## src/rtl/mm_wr_burst_sched_if.sv

```systemverilog
// AXI4 write-channel bundle (AW/W/B) between the burst scheduler and the memory slave.
interface mm_wr_burst_sched_if #(
  parameter int ASIZE          = 29,
  parameter int BURST_LEN_SIZE = 8,
  parameter int AXI_DSIZE      = 256,
  parameter int IDSIZE         = 4
);
  logic [IDSIZE-1:0]         axi_awid;
  logic [ASIZE-1:0]          axi_awaddr;
  logic [BURST_LEN_SIZE-1:0] axi_awlen;
  logic [2:0]                axi_awsize;
  logic [1:0]                axi_awburst;
  logic                      axi_awlock;
  logic [3:0]                axi_awcache;
  logic [2:0]                axi_awprot;
  logic [3:0]                axi_awqos;
  logic                      axi_awvalid;
  logic                      axi_awready;
  logic [AXI_DSIZE-1:0]      axi_wdata;
  logic [AXI_DSIZE/8-1:0]    axi_wstrb;
  logic                      axi_wlast;
  logic                      axi_wvalid;
  logic                      axi_wready;
  logic                      axi_bready;
  logic [IDSIZE-1:0]         axi_bid;
  logic [1:0]                axi_bresp;
  logic                      axi_bvalid;

  modport master (
    output axi_awid, axi_awaddr, axi_awlen, axi_awsize, axi_awburst, axi_awlock,
           axi_awcache, axi_awprot, axi_awqos, axi_awvalid,
    input  axi_awready,
    output axi_wdata, axi_wstrb, axi_wlast, axi_wvalid,
    input  axi_wready,
    output axi_bready,
    input  axi_bid, axi_bresp, axi_bvalid
  );

  modport slave (
    input  axi_awid, axi_awaddr, axi_awlen, axi_awsize, axi_awburst, axi_awlock,
           axi_awcache, axi_awprot, axi_awqos, axi_awvalid,
    output axi_awready,
    input  axi_wdata, axi_wstrb, axi_wlast, axi_wvalid,
    output axi_wready,
    input  axi_bready,
    output axi_bid, axi_bresp, axi_bvalid
  );
endinterface

```

## src/rtl/mm_wr_burst_sched.sv

```systemverilog
// Multi-channel AXI4 write-burst scheduler: round-robin over per-channel FIFOs, tracks
// frame/line progress and sizes bursts against data, line remainder and the 4 KB boundary.
module mm_wr_burst_sched #(
  parameter int CH_NUM         = 2,
  parameter int ASIZE          = 29,
  parameter int BURST_LEN_SIZE = 8,
  parameter int AXI_DSIZE      = 256,
  parameter int IDSIZE         = 4,
  parameter int ID             = 0,
  parameter int MAX_BURST      = 64,
  parameter int CSIZE          = 10
) (
  input  logic                      axi_aclk,
  input  logic                      axi_resetn,
  input  logic [CH_NUM-1:0]         ch_fsync,
  input  logic [CH_NUM*CSIZE-1:0]   ch_count,
  input  logic [CH_NUM*AXI_DSIZE-1:0] ch_rdata,
  output logic [CH_NUM-1:0]         ch_rd_en,
  input  logic [CH_NUM*ASIZE-1:0]   ch_base_addr,
  input  logic [15:0]               line_beats,
  input  logic [ASIZE-1:0]          line_stride,
  input  logic [15:0]               vactive,
  output logic [CH_NUM-1:0]         ch_frame_done,
  output logic [CH_NUM-1:0]         ch_resp_err,
  output logic                      busy,
  mm_wr_burst_sched_if.master       m_axi
);
  localparam int BSHIFT = $clog2(AXI_DSIZE / 8);
  localparam int LW     = BURST_LEN_SIZE + 1;
  localparam int CW     = (CH_NUM > 1) ? $clog2(CH_NUM) : 1;

  typedef enum logic [2:0] {S_IDLE, S_ARB, S_AW, S_W, S_B} state_t;

  state_t                    state_q, state_d;
  logic [CW-1:0]             sel_q, sel_d, rr_q, rr_d;
  logic [LW-1:0]             len_q, len_d, beat_q, beat_d;
  logic [ASIZE-1:0]          awaddr_q, awaddr_d;
  logic [BURST_LEN_SIZE-1:0] awlen_q, awlen_d;
  logic awvalid_q, awvalid_d, wvalid_q, wvalid_d, wlast_q, wlast_d;
  logic bready_q, bready_d, busy_q, busy_d;
  logic [CH_NUM-1:0] active_q, active_d, fsync_pend_q, fsync_pend_d;
  logic [CH_NUM-1:0] frame_done_q, frame_done_d, resp_err_q, resp_err_d;
  logic [ASIZE-1:0]  line_addr_q [CH_NUM];
  logic [ASIZE-1:0]  line_addr_d [CH_NUM];
  logic [ASIZE-1:0]  cur_addr_q  [CH_NUM];
  logic [ASIZE-1:0]  cur_addr_d  [CH_NUM];
  logic [15:0]       beats_left_q [CH_NUM];
  logic [15:0]       beats_left_d [CH_NUM];
  logic [15:0]       line_cnt_q  [CH_NUM];
  logic [15:0]       line_cnt_d  [CH_NUM];

  logic [12:0]       b4k  [CH_NUM];
  logic [15:0]       wmin [CH_NUM];
  logic [LW-1:0]     want [CH_NUM];
  logic [CH_NUM-1:0] elig;
  logic [CW-1:0]     pick, idx;
  logic              pick_ok, in_burst, fsync_hit;
  logic [15:0]       nbl, nlc;
  logic [ASIZE-1:0]  nline;

  // A channel is eligible only when its FIFO already holds the whole burst.
  always_comb begin
    elig = '0;
    for (int unsigned i = 0; i < CH_NUM; i++) begin
      b4k[i]  = (13'h1000 - {1'b0, cur_addr_q[i][11:0]}) >> BSHIFT;
      wmin[i] = 16'(MAX_BURST);
      if (beats_left_q[i] < wmin[i]) wmin[i] = beats_left_q[i];
      if (16'(b4k[i]) < wmin[i])     wmin[i] = 16'(b4k[i]);
      want[i] = LW'(wmin[i]);
      elig[i] = active_q[i] && (wmin[i] != 16'd0) &&
                (32'(ch_count[i*CSIZE +: CSIZE]) >= 32'(wmin[i]));
    end
  end

  // Channels receiving fsync this cycle are skipped so ARB never latches a stale address.
  always_comb begin
    pick_ok = 1'b0;
    pick    = rr_q;
    idx     = '0;
    for (int unsigned k = 0; k < CH_NUM; k++) begin
      idx = CW'((32'(rr_q) + k) % CH_NUM);
      if (!pick_ok && elig[idx] && !ch_fsync[idx]) begin
        pick_ok = 1'b1;
        pick    = idx;
      end
    end
  end

  always_comb begin
    state_d      = state_q;
    sel_d        = sel_q;
    rr_d         = rr_q;
    len_d        = len_q;
    beat_d       = beat_q;
    awaddr_d     = awaddr_q;
    awlen_d      = awlen_q;
    awvalid_d    = awvalid_q;
    wvalid_d     = wvalid_q;
    wlast_d      = wlast_q;
    bready_d     = bready_q;
    active_d     = active_q;
    fsync_pend_d = fsync_pend_q;
    frame_done_d = frame_done_q;
    resp_err_d   = resp_err_q;
    line_addr_d  = line_addr_q;
    cur_addr_d   = cur_addr_q;
    beats_left_d = beats_left_q;
    line_cnt_d   = line_cnt_q;
    nbl          = '0;
    nlc          = '0;
    nline        = '0;
    fsync_hit    = 1'b0;
    in_burst     = (state_q == S_AW) || (state_q == S_W) || (state_q == S_B);

    for (int unsigned i = 0; i < CH_NUM; i++) begin
      if (ch_fsync[i]) begin
        if (in_burst && (sel_q == CW'(i))) begin
          fsync_pend_d[i] = 1'b1;
        end else begin
          cur_addr_d[i]   = ch_base_addr[i*ASIZE +: ASIZE];
          line_addr_d[i]  = ch_base_addr[i*ASIZE +: ASIZE];
          beats_left_d[i] = line_beats;
          line_cnt_d[i]   = '0;
          active_d[i]     = 1'b1;
          frame_done_d[i] = 1'b0;
        end
      end
    end

    case (state_q)
      S_IDLE: if (|elig) state_d = S_ARB;
      S_ARB: begin
        if (pick_ok) begin
          sel_d     = pick;
          len_d     = want[pick];
          awlen_d   = BURST_LEN_SIZE'(want[pick] - LW'(1));
          awaddr_d  = cur_addr_q[pick];
          rr_d      = (32'(pick) == CH_NUM - 1) ? '0 : CW'(pick + 1'b1);
          awvalid_d = 1'b1;
          state_d   = S_AW;
        end else begin
          state_d = S_IDLE;
        end
      end
      S_AW: begin
        if (m_axi.axi_awready) begin
          awvalid_d = 1'b0;
          wvalid_d  = 1'b1;
          wlast_d   = (len_q == LW'(1));
          beat_d    = '0;
          state_d   = S_W;
        end
      end
      S_W: begin
        if (m_axi.axi_wready) begin
          if (beat_q == len_q - LW'(1)) begin
            wvalid_d = 1'b0;
            wlast_d  = 1'b0;
            bready_d = 1'b1;
            state_d  = S_B;
          end else begin
            beat_d  = beat_q + LW'(1);
            wlast_d = (beat_q + LW'(1) == len_q - LW'(1));
          end
        end
      end
      S_B: begin
        if (m_axi.axi_bvalid) begin
          bready_d = 1'b0;
          state_d  = S_IDLE;
          if (m_axi.axi_bresp != 2'b00) resp_err_d[sel_q] = 1'b1;
          nbl                 = beats_left_q[sel_q] - 16'(len_q);
          beats_left_d[sel_q] = nbl;
          cur_addr_d[sel_q]   = cur_addr_q[sel_q] + (ASIZE'(len_q) << BSHIFT);
          if (nbl == 16'd0) begin
            nlc                 = line_cnt_q[sel_q] + 16'd1;
            nline               = line_addr_q[sel_q] + line_stride;
            line_cnt_d[sel_q]   = nlc;
            line_addr_d[sel_q]  = nline;
            cur_addr_d[sel_q]   = nline;
            beats_left_d[sel_q] = line_beats;
            if (nlc == vactive) begin
              active_d[sel_q]     = 1'b0;
              frame_done_d[sel_q] = 1'b1;
            end
          end
          // A frame restart requested during the burst overrides the progress update.
          fsync_hit            = fsync_pend_q[sel_q] | ch_fsync[sel_q];
          fsync_pend_d[sel_q]  = 1'b0;
          if (fsync_hit) begin
            cur_addr_d[sel_q]   = ch_base_addr[32'(sel_q)*ASIZE +: ASIZE];
            line_addr_d[sel_q]  = ch_base_addr[32'(sel_q)*ASIZE +: ASIZE];
            beats_left_d[sel_q] = line_beats;
            line_cnt_d[sel_q]   = '0;
            active_d[sel_q]     = 1'b1;
            frame_done_d[sel_q] = 1'b0;
          end
        end
      end
      default: state_d = S_IDLE;
    endcase
    busy_d = (state_d != S_IDLE);
  end

  always_ff @(posedge axi_aclk) begin
    if (!axi_resetn) begin
      state_q      <= S_IDLE;
      sel_q        <= '0;
      rr_q         <= '0;
      len_q        <= '0;
      beat_q       <= '0;
      awaddr_q     <= '0;
      awlen_q      <= '0;
      awvalid_q    <= 1'b0;
      wvalid_q     <= 1'b0;
      wlast_q      <= 1'b0;
      bready_q     <= 1'b0;
      busy_q       <= 1'b0;
      active_q     <= '0;
      fsync_pend_q <= '0;
      frame_done_q <= '0;
      resp_err_q   <= '0;
      for (int unsigned i = 0; i < CH_NUM; i++) begin
        line_addr_q[i]  <= '0;
        cur_addr_q[i]   <= '0;
        beats_left_q[i] <= '0;
        line_cnt_q[i]   <= '0;
      end
    end else begin
      state_q      <= state_d;
      sel_q        <= sel_d;
      rr_q         <= rr_d;
      len_q        <= len_d;
      beat_q       <= beat_d;
      awaddr_q     <= awaddr_d;
      awlen_q      <= awlen_d;
      awvalid_q    <= awvalid_d;
      wvalid_q     <= wvalid_d;
      wlast_q      <= wlast_d;
      bready_q     <= bready_d;
      busy_q       <= busy_d;
      active_q     <= active_d;
      fsync_pend_q <= fsync_pend_d;
      frame_done_q <= frame_done_d;
      resp_err_q   <= resp_err_d;
      line_addr_q  <= line_addr_d;
      cur_addr_q   <= cur_addr_d;
      beats_left_q <= beats_left_d;
      line_cnt_q   <= line_cnt_d;
    end
  end

  always_comb begin
    ch_rd_en = '0;
    if (wvalid_q && m_axi.axi_wready) ch_rd_en[sel_q] = 1'b1;
  end

  logic unused_bid;
  assign unused_bid = ^m_axi.axi_bid;

  assign m_axi.axi_awid    = IDSIZE'(ID);
  assign m_axi.axi_awaddr  = awaddr_q;
  assign m_axi.axi_awlen   = awlen_q;
  assign m_axi.axi_awsize  = 3'(BSHIFT);
  assign m_axi.axi_awburst = 2'b01;
  assign m_axi.axi_awlock  = 1'b0;
  assign m_axi.axi_awcache = 4'b0011;
  assign m_axi.axi_awprot  = 3'b000;
  assign m_axi.axi_awqos   = 4'b0000;
  assign m_axi.axi_awvalid = awvalid_q;
  assign m_axi.axi_wdata   = wvalid_q ? ch_rdata[32'(sel_q)*AXI_DSIZE +: AXI_DSIZE] : '0;
  assign m_axi.axi_wstrb   = '1;
  assign m_axi.axi_wlast   = wlast_q;
  assign m_axi.axi_wvalid  = wvalid_q;
  assign m_axi.axi_bready  = bready_q;
  assign ch_frame_done     = frame_done_q;
  assign ch_resp_err       = resp_err_q;
  assign busy              = busy_q;
endmodule

```

## src/flat_wrapper.sv

```systemverilog
// flat-port wrapper written by rule: the top's interface ports become plain ports
module mm_wr_burst_sched_flat 
#(
  parameter int CH_NUM         = 2,
  parameter int ASIZE          = 29,
  parameter int BURST_LEN_SIZE = 8,
  parameter int AXI_DSIZE      = 256,
  parameter int IDSIZE         = 4,
  parameter int ID             = 0,
  parameter int MAX_BURST      = 64,
  parameter int CSIZE          = 10
)
  (axi_aclk, axi_resetn, ch_fsync, ch_count, ch_rdata, ch_rd_en, ch_base_addr, line_beats, line_stride, vactive, ch_frame_done, ch_resp_err, busy, m_axi_axi_awid, m_axi_axi_awaddr, m_axi_axi_awlen, m_axi_axi_awsize, m_axi_axi_awburst, m_axi_axi_awlock, m_axi_axi_awcache, m_axi_axi_awprot, m_axi_axi_awqos, m_axi_axi_awvalid, m_axi_axi_awready, m_axi_axi_wdata, m_axi_axi_wstrb, m_axi_axi_wlast, m_axi_axi_wvalid, m_axi_axi_wready, m_axi_axi_bready, m_axi_axi_bid, m_axi_axi_bresp, m_axi_axi_bvalid);
  mm_wr_burst_sched_if #(.ASIZE(ASIZE), .BURST_LEN_SIZE(BURST_LEN_SIZE), .AXI_DSIZE(AXI_DSIZE), .IDSIZE(IDSIZE)) m_axi_i ();
  input  logic axi_aclk;
  input  logic axi_resetn;
  input  logic [CH_NUM-1:0] ch_fsync;
  input  logic [CH_NUM*CSIZE-1:0] ch_count;
  input  logic [CH_NUM*AXI_DSIZE-1:0] ch_rdata;
  output logic [CH_NUM-1:0] ch_rd_en;
  input  logic [CH_NUM*ASIZE-1:0] ch_base_addr;
  input  logic [15:0] line_beats;
  input  logic [ASIZE-1:0] line_stride;
  input  logic [15:0] vactive;
  output logic [CH_NUM-1:0] ch_frame_done;
  output logic [CH_NUM-1:0] ch_resp_err;
  output logic busy;
  output wire logic [$bits(m_axi_i.axi_awid)-1:0] m_axi_axi_awid;
  output wire logic [$bits(m_axi_i.axi_awaddr)-1:0] m_axi_axi_awaddr;
  output wire logic [$bits(m_axi_i.axi_awlen)-1:0] m_axi_axi_awlen;
  output wire logic [$bits(m_axi_i.axi_awsize)-1:0] m_axi_axi_awsize;
  output wire logic [$bits(m_axi_i.axi_awburst)-1:0] m_axi_axi_awburst;
  output wire logic [$bits(m_axi_i.axi_awlock)-1:0] m_axi_axi_awlock;
  output wire logic [$bits(m_axi_i.axi_awcache)-1:0] m_axi_axi_awcache;
  output wire logic [$bits(m_axi_i.axi_awprot)-1:0] m_axi_axi_awprot;
  output wire logic [$bits(m_axi_i.axi_awqos)-1:0] m_axi_axi_awqos;
  output wire logic [$bits(m_axi_i.axi_awvalid)-1:0] m_axi_axi_awvalid;
  input wire logic [$bits(m_axi_i.axi_awready)-1:0] m_axi_axi_awready;
  output wire logic [$bits(m_axi_i.axi_wdata)-1:0] m_axi_axi_wdata;
  output wire logic [$bits(m_axi_i.axi_wstrb)-1:0] m_axi_axi_wstrb;
  output wire logic [$bits(m_axi_i.axi_wlast)-1:0] m_axi_axi_wlast;
  output wire logic [$bits(m_axi_i.axi_wvalid)-1:0] m_axi_axi_wvalid;
  input wire logic [$bits(m_axi_i.axi_wready)-1:0] m_axi_axi_wready;
  output wire logic [$bits(m_axi_i.axi_bready)-1:0] m_axi_axi_bready;
  input wire logic [$bits(m_axi_i.axi_bid)-1:0] m_axi_axi_bid;
  input wire logic [$bits(m_axi_i.axi_bresp)-1:0] m_axi_axi_bresp;
  input wire logic [$bits(m_axi_i.axi_bvalid)-1:0] m_axi_axi_bvalid;
  assign m_axi_axi_awid = m_axi_i.axi_awid;
  assign m_axi_axi_awaddr = m_axi_i.axi_awaddr;
  assign m_axi_axi_awlen = m_axi_i.axi_awlen;
  assign m_axi_axi_awsize = m_axi_i.axi_awsize;
  assign m_axi_axi_awburst = m_axi_i.axi_awburst;
  assign m_axi_axi_awlock = m_axi_i.axi_awlock;
  assign m_axi_axi_awcache = m_axi_i.axi_awcache;
  assign m_axi_axi_awprot = m_axi_i.axi_awprot;
  assign m_axi_axi_awqos = m_axi_i.axi_awqos;
  assign m_axi_axi_awvalid = m_axi_i.axi_awvalid;
  assign m_axi_i.axi_awready = m_axi_axi_awready;
  assign m_axi_axi_wdata = m_axi_i.axi_wdata;
  assign m_axi_axi_wstrb = m_axi_i.axi_wstrb;
  assign m_axi_axi_wlast = m_axi_i.axi_wlast;
  assign m_axi_axi_wvalid = m_axi_i.axi_wvalid;
  assign m_axi_i.axi_wready = m_axi_axi_wready;
  assign m_axi_axi_bready = m_axi_i.axi_bready;
  assign m_axi_i.axi_bid = m_axi_axi_bid;
  assign m_axi_i.axi_bresp = m_axi_axi_bresp;
  assign m_axi_i.axi_bvalid = m_axi_axi_bvalid;
  mm_wr_burst_sched #(.CH_NUM(CH_NUM), .ASIZE(ASIZE), .BURST_LEN_SIZE(BURST_LEN_SIZE), .AXI_DSIZE(AXI_DSIZE), .IDSIZE(IDSIZE), .ID(ID), .MAX_BURST(MAX_BURST), .CSIZE(CSIZE)) u_core (.axi_aclk(axi_aclk), .axi_resetn(axi_resetn), .ch_fsync(ch_fsync), .ch_count(ch_count), .ch_rdata(ch_rdata), .ch_rd_en(ch_rd_en), .ch_base_addr(ch_base_addr), .line_beats(line_beats), .line_stride(line_stride), .vactive(vactive), .ch_frame_done(ch_frame_done), .ch_resp_err(ch_resp_err), .busy(busy), .m_axi(m_axi_i));
endmodule
```

## config.mk

```make
export PLATFORM = sky130hd
export DESIGN_NAME = mm_wr_burst_sched_flat
export DESIGN_NICKNAME = d
export VERILOG_FILES = /design/src/rtl/mm_wr_burst_sched_if.sv /design/src/rtl/mm_wr_burst_sched.sv /design/src/flat_wrapper.sv
export SDC_FILE = /design/constraint.sdc
export NUM_CORES = 2
export LEC_CHECK = 0
export CORE_AREA = 2 2 400 402
export CTS_BUF_LIST = sky130_fd_sc_hd__clkbuf_4 sky130_fd_sc_hd__clkbuf_8
export DETAILED_ROUTE_END_ITERATION = 10
export DIE_AREA = 0 0 402 404
export GPL_TIMING_DRIVEN = 0
export SETUP_SLACK_MARGIN = 0.4
export SLEW_MARGIN = 15
export SYNTH_ARGS = -nofsm -noshare
export SYNTH_HDL_FRONTEND = slang
export SYNTH_SLANG_ARGS = --single-unit
```

## constraint.sdc

```tcl
create_clock -name axi_aclk -period 7.1 [get_ports axi_aclk]
set_clock_uncertainty 0.1 [all_clocks]
set_input_delay 1.42 -clock axi_aclk [delete_from_list [all_inputs] [get_ports axi_aclk]]
set_output_delay 1.42 -clock axi_aclk [all_outputs]
set_load 0.03 [all_outputs]
```

==> qor.txt <==
Die area = 162000 sq um
CORE AREA = 158000 sq um
Fin. max-slew vios = 0
Asr flop ratio synth = 0%
Die W = 402 microns
DRT met1 WL = 84700 microns
Area Overhead vs Synth = 63.0%
Max cap viols = 0
Starting Density = 14.7%
Root buffer cell = clkbuf_8
FP Rows = 146
Crit path DAT = 5.23 ns
Status = completed
Pwr/cell area = 144 nW/um^2
Setup violations, final = 0
Warnings from Yosys = 0
Detail Route Antenna Nets = 0
Io pins = 1021
CTS Sinks = 253
Vias in the first global route = 28082
Crit end category = output port
Die Span Y = 404 microns
Yosys reg bits = 253
DR WL met3 = 26700 microns
Cts bufs inserted = 49
CTS Hold Bufs = 0
Seq/Total Area, Yosys = 21.9%
Final hold vios = 0
Final cycle utilization of the critical path = 95.1%
Leak = 13.4 nW
Tot GR Track Use = 28.6%
Top layer in use = met5
Met2 WL = 118000 microns
R2r setup slk = 0.48 ns
Post-DP HPWL = 214000 microns
Residual DRC = 0
Critical path class = reg2out
CP required = 5.58 ns
Syn Std Cell Area = 23100 sq um
Clock slew at reported path FFs = 0.06 ns
Post-synth EDFFs = 0
Synthesized area per cell = 7.81 sq um
Drt total wl = 244000 microns
Relative slew slack = 15.6%
Fraction of layout cells with a size suffix above 1 = 9.85%
GPL Wtd Cong = 1.01
Worst min-delay path class = reg2reg
NumNets Final = 4810
First-pass iteration count of the detailed router = 6
Post-layout min period = 6.75 ns
Ys flop type = dfxtp_1
Crit start category = flip-flop
GRT overflow = 0
Final hold slack = 0.367 ns
Port bufs = 961
WL/cell = 39.4 microns
First-pass GRT wire length = 302000 microns
CTS tree = done
Initial antenna violation count = 100
Clock latency at the later pin of the worst-skew pair = 0.67 ns
Worst Tran Pin Value = 1.27 ns
Worst Path Max Fanout = 10
F_max = 148 MHz
H-tree depth = 2
Peak VDD IR = 0.0983 mV
Detailed-route via count = 29689
Max Root-Sink Buffers = 3
RSZ-0062 raised after global routing = yes
Final setup margin = 0.351 ns
Pre-CTS setup slack = -3.93 ns
Largest net degree at the start of global routing = 13
Iteration-0 DRC Markers = 3749
Count of different cell masters after synthesis = 92
Cells after Synth = 2962
Via/cell ratio = 4.80
==> synth_stat cells (28+ instances only) <==
master	n	share of area (%)
xnor2_1	78	3.0
a21oi_1	167	3.6
inv_1	52	0.84
ha_1	85	4.6
a221oi_1	28	1.1
mux2_2	53	2.6
dfxtp_1	253	22
a211oi_1	58	1.9
nor2b_1	276	7.5
mux2i_1	376	16
xor2_1	54	2.0
nand3_1	91	2.0
o21a_1	34	1.1
nor2_1	218	3.5
buf_4	54	1.8
o21ai_0	135	2.9
clkbuf_1	154	2.5
nand2_1	276	4.5
nor3_1	53	1.1
==> state kept, by name (all words and copies together), names as in the netlist, 2 cells and up <==
| signal | count |
|---|---|
| u_core.line_addr_q | 58 |
| u_core.active_q | 2 |
| u_core.beat_q | 9 |
| u_core.cur_addr_q | 58 |
| u_core.ch_resp_err | 2 |
| u_core.state_q | 3 |
| u_core.fsync_pend_q | 2 |
| u_core.m_axi.axi_awlen | 8 |
| u_core.ch_frame_done | 2 |
| u_core.m_axi.axi_awaddr | 29 |
| u_core.beats_left_q | 32 |
| u_core.len_q | 9 |
| u_core.line_cnt_q | 32 |
==> cells by family after synthesis <==
family	share of synthesized area, %
compound gates	20.4
fa+ha+maj	4.90
flops	21.9
buf+inv	6.22
simple gates	22.5
xor+xnor	5.00
mux	19.0
other cells	0.0324
==> final timing paths <==
path | start | endpoint | cells past startpoint
setup / recovery | u_core.sel_q | m_axi_axi_wdata[59] | 11
hold / removal | u_core.line_cnt_q[15] | u_core.line_cnt_q[15] | 1
setup reg to reg | u_core.cur_addr_q[2] | u_core.m_axi.axi_awlen[6] | 26
hold reg to reg | u_core.line_cnt_q[15] | u_core.line_cnt_q[15] | 1
==> metrics by stage <==
| step | setup TNS [ns] | util [%] | power, mW | cells | instance area (sq um) |
|---|---|---|---|---|---|
| detailed placement | -761.52 | 22.6 | 3.61 | 6057 | 35700 |
| global placement | -835.76 | 22.5 | 3.59 | 6052 | 35600 |
| finish | 0 | 23.9 | 5.45 | 6180 | 37700 |
| global route | 0 | 23.9 | 5.60 | 6169 | 37700 |
| floorplan | 0 | - | 2.52 | 3019 | 23400 |
| CTS | 0 | 23.7 | 5.36 | 6153 | 37400 |
==> layout make-up <==
class,instances,area (sq um)
Fill cell,17507,120000
Multi-Input combinational cell,2457,17400
Timing Repair Buffer,988,9840
Sequential cell,253,5070
Tap cell,2072,2590
Buffer,256,1470
Clock buffer,78,986
Inverter,53,199
Clock inverter,8,96.3
Antenna cell,15,37.5
==> routing by layer <==
layer,GRT usage (%),vias up
li1,-,12836
met1,30.5,14309
met2,50.3,1954
met3,10.6,516
met4,12.6,74
met5,0,-
==> worst max-delay path, stage by stage (launching register included) <==
cell and delay, ns:
dfxtp_2 0.38, buf_6 0.17, buf_4 0.22, buf_6 0.22, buf_6 0.23, buf_6 0.22, clkbuf_2 0.48, clkbuf_4 0.46
clkbuf_2 0.41, mux2i_1 0.65, nor2b_1 0.15, clkdlybuf4s50_1 0.91
==> power breakdown <==
part | internal [mW] | switching (mW) | leakage, nW
combinational | 0.914 | 1.27 | 10.8
sequential | 1.49 | 0.0800 | 2.07
clock | 0.949 | 0.746 | 0.573
total | 3.35 | 2.10 | 13.4
==> cell usage in the layout, fill, tap and decap left out, types with 78 or more instances in the layout <==
cell type        netlist  layout
a21oi_1              167     161
nor2_1               218     212
nand2_1              276     274
mux2i_1              376     343
clkbuf_1             154     120
dfxtp_1              253     251
ha_1                  85      82
xnor2_1               78      78
nand3_1               91      90
nor2b_1              276     275
buf_4                 54      85
clkdlybuf4s50_1        0     938
o21ai_0              135     128
==> what timing repair did <==
item,in CTS,in global routing
hold endpoints to repair,0,0
resized for setup,176,50
buffers inserted,10,12
pin swaps,12,15
endpoints found under the setup margin,491,200
No activity file was read; power rests on OpenSTA's default activity.
